**src/rtl/rng_stat_monitor_if.sv**
```systemverilog
// Sample stream and result bus between the RNG test harness and rng_stat_monitor.
// in_valid qualifies in_data for one cycle; there is no ready, every valid beat in COLLECT is consumed.
interface rng_stat_monitor_if #(
   parameter int LOG2_N = 10
);
   logic                start;
   logic                in_valid;
   logic [31:0]         in_data;
   logic                busy;
   logic                done;
   logic [LOG2_N+5:0]   ones_count;
   logic [LOG2_N+5:0]   trans_count;
   logic                pass_mono;
   logic                pass_runs;

   modport master (
      output start, in_valid, in_data,
      input  busy, done, ones_count, trans_count, pass_mono, pass_runs
   );

   modport slave (
      input  start, in_valid, in_data,
      output busy, done, ones_count, trans_count, pass_mono, pass_runs
   );
endinterface

```
**src/rtl/rng_stat_monitor.sv**
```systemverilog
// Monobit and bit-transition quality check over a window of 2^LOG2_N 32-bit samples.
// Stage 1 registers per-word counts; stage 2 folds them into the window accumulators.
module rng_stat_monitor #(
   parameter int LOG2_N   = 10,
   parameter int MONO_TOL = 362,
   parameter int RUN_TOL  = 362
) (
   input  logic                clk,
   input  logic                rst,
   rng_stat_monitor_if.slave   bus,
   output logic [1:0]          dbg_state
);
   localparam int          W       = LOG2_N + 6;
   localparam int          N       = 1 << LOG2_N;
   localparam int unsigned CENTRE  = 32'(N * 16);
   localparam int unsigned MONO_LO = (MONO_TOL >= N * 16) ? 32'd0 : 32'(N * 16 - MONO_TOL);
   localparam int unsigned MONO_HI = CENTRE + 32'(MONO_TOL);
   localparam int unsigned RUN_LO  = (RUN_TOL >= N * 16) ? 32'd0 : 32'(N * 16 - RUN_TOL);
   localparam int unsigned RUN_HI  = CENTRE + 32'(RUN_TOL);

   typedef enum logic [1:0] {S_IDLE, S_COLLECT, S_DRAIN, S_DONE} state_t;

   state_t            state_q, state_d;
   logic [LOG2_N-1:0] cnt_q, cnt_d;
   logic              first_q, first_d;
   logic              prev_lsb_q, prev_lsb_d;
   logic              s1_vld_q, s1_vld_d;
   logic [5:0]        s1_pop_q, s1_pop_d;
   logic [5:0]        s1_trans_q, s1_trans_d;
   logic [W-1:0]      acc_ones_q, acc_ones_d;
   logic [W-1:0]      acc_trans_q, acc_trans_d;
   logic [W-1:0]      ones_q, ones_d;
   logic [W-1:0]      trans_q, trans_d;
   logic              pmono_q, pmono_d;
   logic              pruns_q, pruns_d;
   logic              done_q, done_d;

   logic [5:0] pop;
   logic [5:0] itrans;
   logic       bnd;
   logic       accept;

   always_comb begin
      pop    = 6'd0;
      itrans = 6'd0;
      for (int i = 0; i < 32; i++) pop = pop + 6'(bus.in_data[i]);
      for (int i = 0; i < 31; i++) itrans = itrans + 6'(bus.in_data[i] ^ bus.in_data[i+1]);
      // The word boundary only counts once a previous word exists in this window.
      bnd = !first_q && (prev_lsb_q != bus.in_data[31]);
   end

   assign accept = (state_q == S_COLLECT) && bus.in_valid;

   always_comb begin
      state_d     = state_q;
      cnt_d       = cnt_q;
      first_d     = first_q;
      prev_lsb_d  = prev_lsb_q;
      s1_vld_d    = accept;
      s1_pop_d    = s1_pop_q;
      s1_trans_d  = s1_trans_q;
      acc_ones_d  = acc_ones_q;
      acc_trans_d = acc_trans_q;
      ones_d      = ones_q;
      trans_d     = trans_q;
      pmono_d     = pmono_q;
      pruns_d     = pruns_q;
      done_d      = 1'b0;

      if (s1_vld_q) begin
         acc_ones_d  = acc_ones_q + W'(s1_pop_q);
         acc_trans_d = acc_trans_q + W'(s1_trans_q);
      end

      if (accept) begin
         s1_pop_d   = pop;
         s1_trans_d = itrans + 6'(bnd);
         prev_lsb_d = bus.in_data[0];
         first_d    = 1'b0;
      end

      case (state_q)
         S_IDLE: begin
            // done_q marks the pulse cycle; a start coinciding with it is dropped.
            if (bus.start && !done_q) begin
               acc_ones_d  = '0;
               acc_trans_d = '0;
               cnt_d       = '0;
               first_d     = 1'b1;
               state_d     = S_COLLECT;
            end
         end
         S_COLLECT: begin
            if (accept) begin
               cnt_d = cnt_q + 1'b1;
               if (cnt_q == LOG2_N'(N - 1)) state_d = S_DRAIN;
            end
         end
         S_DRAIN: state_d = S_DONE;
         S_DONE: begin
            ones_d  = acc_ones_q;
            trans_d = acc_trans_q;
            pmono_d = (32'(acc_ones_q) >= MONO_LO) && (32'(acc_ones_q) <= MONO_HI);
            pruns_d = (32'(acc_trans_q) >= RUN_LO) && (32'(acc_trans_q) <= RUN_HI);
            done_d  = 1'b1;
            state_d = S_IDLE;
         end
         default: state_d = S_IDLE;
      endcase
   end

   always_ff @(posedge clk or negedge rst) begin
      if (!rst) begin
         state_q     <= S_IDLE;
         cnt_q       <= '0;
         first_q     <= 1'b0;
         prev_lsb_q  <= 1'b0;
         s1_vld_q    <= 1'b0;
         s1_pop_q    <= '0;
         s1_trans_q  <= '0;
         acc_ones_q  <= '0;
         acc_trans_q <= '0;
         ones_q      <= '0;
         trans_q     <= '0;
         pmono_q     <= 1'b0;
         pruns_q     <= 1'b0;
         done_q      <= 1'b0;
      end else begin
         state_q     <= state_d;
         cnt_q       <= cnt_d;
         first_q     <= first_d;
         prev_lsb_q  <= prev_lsb_d;
         s1_vld_q    <= s1_vld_d;
         s1_pop_q    <= s1_pop_d;
         s1_trans_q  <= s1_trans_d;
         acc_ones_q  <= acc_ones_d;
         acc_trans_q <= acc_trans_d;
         ones_q      <= ones_d;
         trans_q     <= trans_d;
         pmono_q     <= pmono_d;
         pruns_q     <= pruns_d;
         done_q      <= done_d;
      end
   end

   assign bus.busy        = (state_q == S_COLLECT) || (state_q == S_DRAIN);
   assign bus.done        = done_q;
   assign bus.ones_count  = ones_q;
   assign bus.trans_count = trans_q;
   assign bus.pass_mono   = pmono_q;
   assign bus.pass_runs   = pruns_q;
   assign dbg_state       = state_q;
endmodule

```
**src/flat_wrapper.sv**
```systemverilog
// flat-port wrapper written by rule: the top's interface ports become plain ports
module rng_stat_monitor_flat 
#(
   parameter int LOG2_N   = 10,
   parameter int MONO_TOL = 362,
   parameter int RUN_TOL  = 362
)
  (clk, rst, dbg_state, bus_start, bus_in_valid, bus_in_data, bus_busy, bus_done, bus_ones_count, bus_trans_count, bus_pass_mono, bus_pass_runs);
  rng_stat_monitor_if #(.LOG2_N(LOG2_N)) bus_i ();
  input  logic clk;
  input  logic rst;
  output logic [1:0] dbg_state;
  input wire logic [$bits(bus_i.start)-1:0] bus_start;
  input wire logic [$bits(bus_i.in_valid)-1:0] bus_in_valid;
  input wire logic [$bits(bus_i.in_data)-1:0] bus_in_data;
  output wire logic [$bits(bus_i.busy)-1:0] bus_busy;
  output wire logic [$bits(bus_i.done)-1:0] bus_done;
  output wire logic [$bits(bus_i.ones_count)-1:0] bus_ones_count;
  output wire logic [$bits(bus_i.trans_count)-1:0] bus_trans_count;
  output wire logic [$bits(bus_i.pass_mono)-1:0] bus_pass_mono;
  output wire logic [$bits(bus_i.pass_runs)-1:0] bus_pass_runs;
  assign bus_i.start = bus_start;
  assign bus_i.in_valid = bus_in_valid;
  assign bus_i.in_data = bus_in_data;
  assign bus_busy = bus_i.busy;
  assign bus_done = bus_i.done;
  assign bus_ones_count = bus_i.ones_count;
  assign bus_trans_count = bus_i.trans_count;
  assign bus_pass_mono = bus_i.pass_mono;
  assign bus_pass_runs = bus_i.pass_runs;
  rng_stat_monitor #(.LOG2_N(LOG2_N), .MONO_TOL(MONO_TOL), .RUN_TOL(RUN_TOL)) u_core (.clk(clk), .rst(rst), .bus(bus_i), .dbg_state(dbg_state));
endmodule
```
**config.mk**
```make
export PLATFORM = sky130hd
export DESIGN_NAME = rng_stat_monitor_flat
export DESIGN_NICKNAME = d
export VERILOG_FILES = /design/src/rtl/rng_stat_monitor_if.sv /design/src/rtl/rng_stat_monitor.sv /design/src/flat_wrapper.sv
export SDC_FILE = /design/constraint.sdc
export NUM_CORES = 1
export LEC_CHECK = 0
export CAP_MARGIN = 25
export CORE_MARGIN = 5
export CORE_UTILIZATION = 30
export DETAILED_ROUTE_END_ITERATION = 6
export GPL_ROUTABILITY_DRIVEN = 0
export SETUP_SLACK_MARGIN = 0.4
export SYNTH_ARGS = -nofsm -noshare
export SYNTH_HDL_FRONTEND = slang
export SYNTH_SLANG_ARGS = --single-unit
```
**constraint.sdc**
```tcl
create_clock -name clk -period 7.8 [get_ports clk]
set_clock_uncertainty 0.05 [all_clocks]
set_input_delay 1.56 -clock clk [delete_from_list [all_inputs] [get_ports clk]]
set_output_delay 1.56 -clock clk [all_outputs]
set_load 0.02 [all_outputs]
```
# ---- After elaboration in Yosys (flattened, before gate mapping)
# Cells that the tools add are included.
dict set report op_classes {
  n_eq_ne 8
  muxes 17
  magnitude_cmp 4
  bitwise_logic 31
  n_addsub 65
  n_reduce_logical 12
}
# op n
set op_table {}
lappend op_table {{6-bit by 1-bit adder with 6-bit output} 31}
lappend op_table {{6-bit adder} 30}
lappend op_table {{16-bit two-way mux} 6}
lappend op_table {{16-bit by 6-bit adder with 16-bit output} 2}
lappend op_table {{16-bit by 14-bit greater-or-equal comparator with 1-bit output, second input constant} 2}
lappend op_table {{16-bit by 15-bit <= comparator with 1-bit output, second input constant} 2}
lappend op_table {{1-bit XOR} 31}
lappend op_table {{10-bit two-way mux} 2}
lappend op_table {{10-bit one-hot mux with 2 select lines} 1}
lappend op_table {{10-bit by 1-bit adder with 10-bit output, second input constant} 1}
lappend op_table {{10-bit equality test, second input constant} 1}
lappend op_table {{2-bit one-hot mux with 4 select lines} 1}
lappend op_table {{2-bit two-way mux} 3}
lappend op_table {{2-bit by 1-bit inequality test with 1-bit output, second input constant} 3}
lappend op_table {{3-bit AND reduction} 2}
lappend op_table {{1-bit logical AND} 5}
lappend op_table {{2-bit equality test, second input constant} 2}
lappend op_table {{1-bit two-way mux} 4}
lappend op_table {{1-bit by 1-bit adder with 2-bit output} 1}
lappend op_table {{2-bit by 1-bit equality test with 1-bit output, second input constant} 1}
lappend op_table {{1-bit logical NOT} 2}
lappend op_table {{2-bit logical NOT} 1}
lappend op_table {{2-bit nonzero test} 1}
lappend op_table {{1-bit logical OR} 1}
lappend op_table {{1-bit inequality test} 1}
dict set report totals {
  inputBits 36
  ff_bits 94
  wordCells 151
  out_inout_bits 38
}

# ---- Logic depth before layout (Yosys ltp)
# Gate-level depths: netlist of the first run.
dict set report logic_depth {
  depth_word 32
  ltp_mapped 19
  mapped_depth_nobuf 19
}

# ---- Worst setup path before layout of the first run
# Ideal clock, no wire load.
dict set report synth_path {
  path_kind {input to register}
  startpoint {input bus_in_data[0]}
  endpoint {register u_core.s1_pop_q[4]}
  path_stages 15
  t_required_ns 7.667
  arrival_ns 6.043
  n_path_buf 0
  setup_time_ns 0.083
  slack_ns 1.624
  path_cell_list {ha_1 > inv_1 > fa_1 > fa_1 > fa_1 > fa_1 > fa_1 > fa_1 > fa_1 > fa_1 > inv_1 > a21o_1 > a21oi_1 > xor2_1 > o21ai_0}
}
dict set report synth_via {
  elab_chain_cells 31
}
# item line
set synth_rtl {}
lappend synth_rtl {{start: declaration} flat_wrapper.sv:15} ;# input wire logic [$bits(bus_i.in_data)-1:0] bus_in_data;
lappend synth_rtl {{1-bit by 1-bit adder with 2-bit output} rng_stat_monitor.sv:46} ;# for (int i = 0; i < 32; i++) pop = pop + 6'(bus.in_data[i]);
lappend synth_rtl {{6-bit by 1-bit adder with 6-bit output (30 in a row)} rng_stat_monitor.sv:46}
lappend synth_rtl {{end signal: assignment} rng_stat_monitor.sv:134} ;# s1_pop_q <= s1_pop_d;
lappend synth_rtl {{end: declaration} rng_stat_monitor.sv:28} ;# logic [5:0] s1_pop_q, s1_pop_d;
# Every way passes these cells.
# A chain may end at the register's enable or synchronous reset.

# ---- Worst setup path in the final report of the first run
dict set report layout_path {
  startpoint {input bus_in_data[19]}
  endpoint {register u_core.s1_trans_q[4]}
}
dict set report layout_via {
  elab_chain_cells 15
}
# item line
set layout_rtl {}
lappend layout_rtl {{1-bit XOR} rng_stat_monitor.sv:47} ;# for (int i = 0; i < 31; i++) itrans = itrans + 6'(bus.in_data[i] ^ bus.in_data[i+1]);
lappend layout_rtl {{6-bit adder} rng_stat_monitor.sv:47}
lappend layout_rtl {{6-bit adder (*) (12 in a row)} rng_stat_monitor.sv:47}
lappend layout_rtl {{6-bit by 1-bit adder with 6-bit output (*)} rng_stat_monitor.sv:77} ;# s1_trans_d = itrans + 6'(bnd);
lappend layout_rtl {{end signal: assignment} rng_stat_monitor.sv:135} ;# s1_trans_q <= s1_trans_d;
lappend layout_rtl {{end: declaration} rng_stat_monitor.sv:29} ;# logic [5:0] s1_trans_q, s1_trans_d;
# Mark *: on every way between the ends. The rest lies on a longest branch, timed or not.

==> results.ini, run 1 <==
[finish]
fin_nets = 785
num_antenna_cells = 0
final_cell_count_no_fill = 945
area_growth_syn_to_layout_pct = 21.07
utilization_pct = 36.85
drive_gt1_share_pct = 9.701

[placed_design]
dp_cells = 931
dp_hpwl_um = 10400
portBuffers = 73

[logic_synthesis]
synth_edf_count = 0
synth_ff_type = dfrtp_1
synth_compound_area_share_pct = 9.494
syn_avg_cell_area_sq_um = 10.68
synth_xor_area_share_pct = 8.925
synth_top_family_by_area = adder cells
synth_common_cells = dfrtp_1, inv_1, fa_1
yosysMostFrequentCell = dfrtp_1
syn_nets = 715
synthMuxAreaShare_pct = 7.297
synthTopCellsByArea = dfrtp_1, fa_1, ha_1
synth-simple-area-share_pct = 9.670
seq_area_frac_synth_pct = 36.88
yosys.area.top_type = dfrtp_1
synthArstFlopShare_pct = 100.0
synth_seq_cells = 94
synth_cells = 597
synthAdderAreaFrac_pct = 21.85
syn_area_sq_mm = 0.006379
synth_top_area_share_pct = 36.88
synth.distinct_cells = 52
ys.warnings.count = 0

[status]
status = complete, no violations

[routing]
drc = 0
via_per_inst = 4.566
first_iter_violations = 174
wl_met1_um = 6526
wl_per_cell_um = 13.96
wl_met2_um = 5932
drtAntennaViolNets = 0
routed-wl-met3_um = 529
dr.pass1.iters = 4
vias = 4315
top_layer_used = met4
routed_wl_um = 13190

[clock_network]
clk_pin_slew_ns = 0.06
htreeDepth = 3
cts_resized = 0
post_cts_buffers = 0
numClockSinks = 94
cts-root-buf = clkbuf_16
cts_tree = yes
numCtsBuffers = 9
ctsHoldBuffers = 0
clockBufferDepth = 2
worst_skew_pair.late_latency_ns = 0.34

[die]
dieArea_sq_mm = 0.02428
core_area_sq_mm = 0.02096
die_h_um = 155.8
rows = 53
start_util_pct = 30.44
ioPinCount = 74
die_w_um = 155.8

[setup_path]
critical_path_class = input port to flip-flop
cpPeakStageDelay_ns = 0.55
crit_path_end_kind = flip-flop
ff2ff_path_depth = 16
cpMaxStageDelayCell = fa_1
cp.required_ns = 7.94
crit_path_frequent_cell = fa_1
crit_path_start_kind = input port
crit_path_max_fanout = 3
path_cells = clkdlybuf4s50_1 > xnor2_1 > fa_1 > inv_1 > fa_1 > fa_1 > fa_1 > inv_1 > fa_1 > fa_1 > inv_1 > ha_1 > inv_1 > fa_1 > inv_1 > a21o_1 > a21oi_1 > xor2_1 > o21ai_0
worstPathArrival_ns = 6.63

[power]
pwr_density_cell_mw_per_mm2 = 441.0
power_frac_clock_pct = 14.3
p_leak_nw = 3.581
sw_frac_of_total_pct = 42.14
internal-power_mw = 1.970
irDropWorstVdd_mv = 0.2763
p_seq_share_pct = 25.1
power_switching_mw = 1.435
pwr-share-comb_pct = 60.7
power_mw = 3.406

[global_routing]
grt-ovfl-total = 0
grt_max_degree = 51
grt_pass1_wl_um = 22710
antenna_found_initial = 0
grtUsageTotal_pct = 11.38
grt_pass1_vias = 4530

[timing]
timing.final.crit_share_pct = 83.14
clock.fmax_ghz = 0.1542
setup_viol = 0
drv_slew = 0
tightest_slew_ns = 0.9316
min_period_ns = 6.485
rsz0062_at_grt = false
hold_viol_final = 0
fin_tns_setup_ns = 0
relSlewSlack_pct = 37.90

[min_path]
hold_depth = 2
hp-class = flip-flop to flip-flop

[job]
maxCapViolCount = 0

==> state kept, by name (all words and copies together), names as in the netlist <==
name                    count
u_core.bus.trans_count     16
u_core.dbg_state            2
u_core.s1_vld_q             1
u_core.bus.done             1
u_core.acc_ones_q          16
u_core.s1_trans_q           6
u_core.acc_trans_q         16
u_core.first_q              1
u_core.s1_pop_q             6
u_core.bus.ones_count      16
u_core.cnt_q               10
u_core.prev_lsb_q           1
u_core.bus.pass_runs        1
u_core.bus.pass_mono        1
==> stage by stage <==
stage	instance area, sq um	hold slack (ns)	setup WS [ns]
6_report	7722	0.4321	1.315
3_5_place_dp	7397	0.4287	0.9316
2_1_floorplan	6379	0.3974	1.624
4_1_cts	7722	0.4426	1.300
5_1_grt	7722	0.4588	1.079
3_3_place_gp	7397	0.4183	1.024
==> cells in the final DEF, fill, tap and decap left out, types with 2 or more instances in the layout <==
cell type,Yosys,final
dfrtp_1,94,94
nand2b_1,3,3
nand3_1,12,12
nor3_1,4,4
and4_1,3,3
nor2b_1,2,2
a31oi_1,4,4
a311o_1,2,2
buf_4,2,3
mux2i_1,6,6
nand4_1,10,10
a21o_1,13,13
xnor2_1,25,25
a21oi_1,19,19
fa_1,49,49
o21ai_0,29,29
nor2_1,38,38
ha_1,33,32
clkdlybuf4s50_1,0,72
a211oi_1,4,4
clkbuf_16,0,9
inv_1,81,81
a211o_1,4,4
nand3b_1,6,6
nor2_2,2,2
nand2_1,31,31
o2111ai_1,2,2
and3_1,5,5
bufinv_16,0,3
or3_1,2,2
a31o_2,2,2
clkinv_2,0,2
a311oi_1,2,2
xor2_1,40,40
mux2_2,36,36
==> cell type report <==
cell class                 instances  area, sq um
clock buffer                       9        225.2
clock inverter                     5        100.1
fill                            2132        13230
inverter                          81        304.0
multi-input combinational        406         3654
sequential                        94         2352
tap                              275        344.1
timing repair buffer              75        743.2
==> worst max-delay path, delay by kind of cell <==
| family | cells | cell delay (ns) |
|---|---|---|
| buffers and inverters | 6 | 0.79 |
| xor gates and xnor gates | 2 | 0.34 |
| adders and majority gates | 8 | 3.51 |
| AOI/OAI and AO/OA | 3 | 0.41 |
==> metal layers <==
layer	vias to the layer above	global-route usage (%)
met5	-	0
met4	0	3.585
met3	16	2.025
met2	83	17.86
met1	2087	16.03
li1	2129	-
==> cells by family (layout without fill, tap and decap cells) <==
logic type	count (synthesis)	in the layout
compound gates	93	93
xor+xnor	65	65
simple gates	124	124
flops	94	94
mux	42	42
buf+inv	97	170
fa+ha+maj	82	82
==> worst paths after layout <==
path,from,end,slack [ns]
max,bus_in_data[19],u_core.s1_trans_q[4],1.32
min,u_core.s1_trans_q[2],u_core.s1_trans_q[2],0.43
max reg2reg,u_core.prev_lsb_q,u_core.s1_trans_q[4],3.80
min reg2reg,u_core.s1_trans_q[2],u_core.s1_trans_q[2],0.43
max in group asynchronous,rst,u_core.bus.trans_count[7],5.46
min in group asynchronous,rst,u_core.bus.done,1.16
==> power by group through the flow <==
stage          clock [mW]  combinational, mW  sequential, mW
2_1_floorplan           0               1.60           0.849
3_3_place_gp            0               2.04           0.863
3_5_place_dp            0               2.10           0.866
4_1_cts             0.502               2.11           0.858
5_1_grt             0.518               2.42           0.890
6_report            0.486               2.07           0.853
Note: power is estimated with default switching activity, not from simulation.
==> run 2: changes to the inputs <==
clock period = 5.75 ns   (was 7.8 ns; I/O delays follow)
==> results.ini, run 2 (synthesis gave the netlist of run 1 again) <==
[status]
status = complete, no violations

[setup_path]
cp.required_ns = 5.90
crit_path_start_kind = input port
crit_path_max_fanout = 2
crit_path_end_kind = flip-flop
worstPathArrival_ns = 5.57
critical_path_class = input port to flip-flop

[power]
power_switching_mw = 2.057
power_frac_clock_pct = 12.2
sw_frac_of_total_pct = 41.55
p_seq_share_pct = 23.4
pwr_density_cell_mw_per_mm2 = 613.3
p_leak_nw = 3.809
internal-power_mw = 2.895
power_mw = 4.952
irDropWorstVdd_mv = 0.3622
pwr-share-comb_pct = 64.4

[global_routing]
grt_pass1_wl_um = 23400
grt_max_degree = 51
grtUsageMet3_pct = 2.053
met1_usage_pct = 16.42
met2_usage_pct = 18.54
grt-ovfl-total = 0
grt_pass1_vias = 4737
grtUsageTotal_pct = 11.73
grt_busiest_layer = met2
antenna_found_initial = 1

[die]
ioPinCount = 74
die_w_um = 155.8
die_h_um = 155.8
rows = 53
core_area_sq_mm = 0.02096
dieArea_sq_mm = 0.02428
start_util_pct = 30.44

[routing]
vias = 4435
drtAntennaViolNets = 0
routed_wl_um = 13420
first_iter_violations = 114
dr.pass1.iters = 4
via_per_inst = 4.503
wl_per_cell_um = 13.63
drc = 0

[timing]
hold_viol_final = 0
rsz0062_at_grt = true
timing.final.crit_share_pct = 94.25
tightest_slew_ns = 0.9367
relSlewSlack_pct = 37.55
fin_tns_setup_ns = 0
setup_viol = 0
clock.fmax_ghz = 0.1845
min_period_ns = 5.419
drv_slew = 0

[finish]
fin_nets = 822
drive_gt1_share_pct = 22.43
layout_commonest_cell = dfrtp_1
area_growth_syn_to_layout_pct = 26.58
layout_common_cells = dfrtp_1, inv_1, fa_1

[clock_network]
ctsHoldBuffers = 0
worst_skew_pair.late_latency_ns = 0.35
clk_pin_slew_ns = 0.07
numClockSinks = 94
numCtsBuffers = 9
clockBufferDepth = 2
cts_tree = yes
htreeDepth = 3
cts-root-buf = clkbuf_16

[placed_design]
portBuffers = 73
dp_hpwl_um = 10470

[min_path]
hp-class = flip-flop to flip-flop

[job]
maxCapViolCount = 0

## run 2: final cells by class
class                      count  area, sq um
fill                        2147        12880
clock inverter                 5        58.81
sequential                    94         2352
inverter                      81        304.0
tap                          275        344.1
clock buffer                  11        242.7
timing repair buffer         112        972.2
antenna                        1        2.502
multi-input combinational    406         3797
## run 2: path summary, 6_finish.rpt
check,from,end,slack (ns),depth (start not counted)
setup reg to reg,u_core.prev_lsb_q,u_core.s1_trans_q[4],1.88,16
max in group asynchronous,rst,u_core.acc_trans_q[13],3.83,2
hold reg to reg,u_core.s1_trans_q[2],u_core.s1_trans_q[2],0.44,2
setup / recovery,bus_in_data[0],u_core.s1_pop_q[4],0.33,16
min in group asynchronous,rst,u_core.dbg_state[1],0.74,1
hold / removal,u_core.s1_trans_q[2],u_core.s1_trans_q[2],0.44,2
## run 2: layer usage
layer,up-vias,routed length [um]
met1,2140,6570
met2,87,6155
met5,-,0
li1,2197,-
met4,0,200
met3,11,494
## run 2: critical path: stages
cell and delay, ns:
buf_8 0.10, ha_4 0.26, inv_2 0.03, fa_1 0.52, fa_2 0.45, fa_1 0.53
fa_1 0.43, fa_1 0.51, fa_1 0.43, fa_2 0.37, fa_2 0.35, inv_1 0.06
a21o_1 0.11, a21oi_2 0.05, xor2_1 0.15, o21ai_1 0.07
## run 2: per-stage QoR
step                      worst slack, ns  std cells  utilization [%]  hold slack, ns  area [sq um]
after detailed placement          -0.5333        966            36.70          0.4280          7690
after global routing               0.1948        985            38.53          0.4750          8074
after global placement            -0.4155        966            36.70          0.4151          7690
after floorplan                    0.1908        597                -          0.3974          6409
final                              0.3309        985            38.53          0.4385          8074
after CTS                          0.2135        984            38.32          0.4466          8029
## run 2: timing repair
action                     CTS  global route
setup endpoints to repair   11            10
buffers inserted             2             0
pin swaps                   44            27
resized for setup          130            29
## run 2: power by group through the flow
stage	registers, mW	logic [mW]	clock network (mW)
after floorplan	1.15	2.25	0
after global placement	1.17	3.08	0
after detailed placement	1.18	3.13	0
after CTS	1.17	3.20	0.622
after global routing	1.21	3.68	0.652
final	1.16	3.19	0.603
==> run 3: changes to the inputs <==
CORE_UTILIZATION = 58   (was 30)
DONT_BUFFER_PORTS = 1   (was default)
PLACE_DENSITY = 0.76   (was default)
==> results.ini, run 3 (synthesis gave the netlist of run 1 again) <==
[power]
internal-power_mw = 2.445
p_leak_nw = 3.255
pwr_density_cell_mw_per_mm2 = 656.1
power_switching_mw = 1.979
irDropWorstVdd_mv = 0.2916
sw_frac_of_total_pct = 44.73
pwr-share-comb_pct = 61.6
p_seq_share_pct = 28.2
power_frac_clock_pct = 10.2
power_mw = 4.424

[clock_network]
numClockSinks = 94
htreeDepth = 3
numCtsBuffers = 9
cts-root-buf = clkbuf_8
cts_tree = yes
clk_pin_slew_ns = 0.10
worst_skew_pair.late_latency_ns = 0.37
clockBufferDepth = 2

[die]
start_util_pct = 59.10
ioPinCount = 74
core_area_sq_mm = 0.01079
die_w_um = 114.9
rows = 38
die_h_um = 114.9
dieArea_sq_mm = 0.01320

[finish]
layout_common_cells = dfrtp_1, inv_1, fa_1
area_growth_syn_to_layout_pct = 5.728
drive_gt1_share_pct = 12.67
num_antenna_cells = 0
final_area_sq_mm = 0.006744
layout_commonest_cell = dfrtp_1
fin_nets = 713
final_cell_count_no_fill = 740

[timing]
tightest_slew_ns = 0.8317
clock.fmax_ghz = 0.1881
timing.hold.ws_ns = 0.4204
drv_slew = 0
setup_viol = 0
hold_viol_final = 0
min_period_ns = 5.317
fin_tns_setup_ns = 0
relSlewSlack_pct = 44.42
rsz0062_at_grt = true
timing.final.crit_share_pct = 92.46

[setup_path]
crit_path_start_kind = input port
path_cells = xor2_1 > fa_1 > inv_1 > fa_1 > inv_1 > fa_2 > fa_1 > inv_2 > fa_1 > fa_1 > inv_1 > ha_1 > inv_1 > fa_2 > inv_1 > a21o_1 > a21oi_2 > xor2_1 > o21ai_0
critical_path_class = input port to flip-flop
cp.required_ns = 5.92
crit_buf_inv = 6
crit_path_end_kind = flip-flop
crit_path_max_fanout = 3
cpPeakStageDelay_ns = 0.54
worstPathArrival_ns = 5.49
path_delay_family = adder cells
cpMaxStageDelayCell = fa_1

[placed_design]
dp_cells = 723
dp_hpwl_um = 9665
placedInstanceArea_sq_mm = 0.006528
portBuffers = 0

[global_routing]
grt_max_degree = 95
grt-ovfl-total = 0
grtUsageTotal_pct = 19.85
antenna_found_initial = 0
grt_pass1_vias = 4522
grt_pass1_wl_um = 21160

[routing]
routed_wl_um = 12510
drc = 0
first_iter_violations = 270
drtAntennaViolNets = 0
wl_per_cell_um = 16.91
via_per_inst = 5.723
dr.pass1.iters = 4
vias = 4235

[job]
maxCapViolCount = 0

[min_path]
hp-class = input port to asynchronous set/reset pin

[status]
status = complete, no violations

==> run 3: cell count changes in the layout (fill, tap and decap cells not counted), moves of 5 or more <==
| cell | previous run | this run |
|---|---|---|
| xnor2_1 | 19 | 25 |
| buf_2 | 10 | 0 |
| clkbuf_2 | 5 | 0 |
| clkbuf_16 | 9 | 0 |
| clkdlybuf4s50_1 | 41 | 0 |
| buf_4 | 39 | 3 |
| buf_6 | 11 | 0 |
| xor2_1 | 34 | 40 |
| xor2_2 | 6 | 0 |
| xnor2_2 | 5 | 0 |
| clkbuf_8 | 1 | 10 |
==> run 3: area by class of cell <==
type	instances	area, sq um
clock buffer	10	137.6
clock inverter	6	68.82
fill	864	4049
inverter	81	304.0
multi-input combinational	406	3684
sequential	94	2352
tap	140	175.2
timing repair buffer	3	22.52
==> run 3: stage by stage <==
stage	setup slack, ns	utilization [%]
detailed placement	0.01520	60.48
global route	0.2403	62.49
finish	0.4333	62.49
global placement	0.09580	60.48
CTS	0.4037	62.39
floorplan	0.1908	-
==> run 3: routing by layer <==
metal / share of wire, % / GRT usage (%) / vias to the layer above
met5: 0 / 0 / -
met4: 1.3 / 5.086 / 0
met3: 5.7 / 5.526 / 18
met2: 51 / 34.10 / 87
met1: 42 / 24.85 / 2159
li1: - / - / 1971
==> run 3: worst paths after layout <==
path                       slack [ns]            startpoint  cells past startpoint                  endpoint
min reg2reg                      0.45  u_core.s1_trans_q[2]                      2      u_core.s1_trans_q[2]
min                              0.42                   rst                      0      u_core.acc_ones_q[8]
max reg2reg                      1.78     u_core.prev_lsb_q                     16      u_core.s1_trans_q[4]
max in group asynchronous        5.11                   rst                      0  u_core.bus.ones_count[2]
max                              0.43       bus_in_data[13]                     19      u_core.s1_trans_q[4]
min in group clk                 0.45  u_core.s1_trans_q[2]                      2      u_core.s1_trans_q[2]
==> run 3: power groups by stage <==
stage               registers (mW)  clock network, mW  logic [mW]
floorplan                     1.15                  0        2.25
global placement              1.24                  0        2.54
detailed placement            1.26                  0        2.70
CTS                           1.25              0.462        2.71
global route                  1.29              0.487        3.12
finish                        1.25              0.450        2.73
==> run 3: what timing repair did <==
action,4_1_cts,5_1_grt
buffers inserted,0,1
hold endpoints to repair,0,0
resized for setup,0,2
hold buffers,0,0
endpoints found under the setup margin,0,5
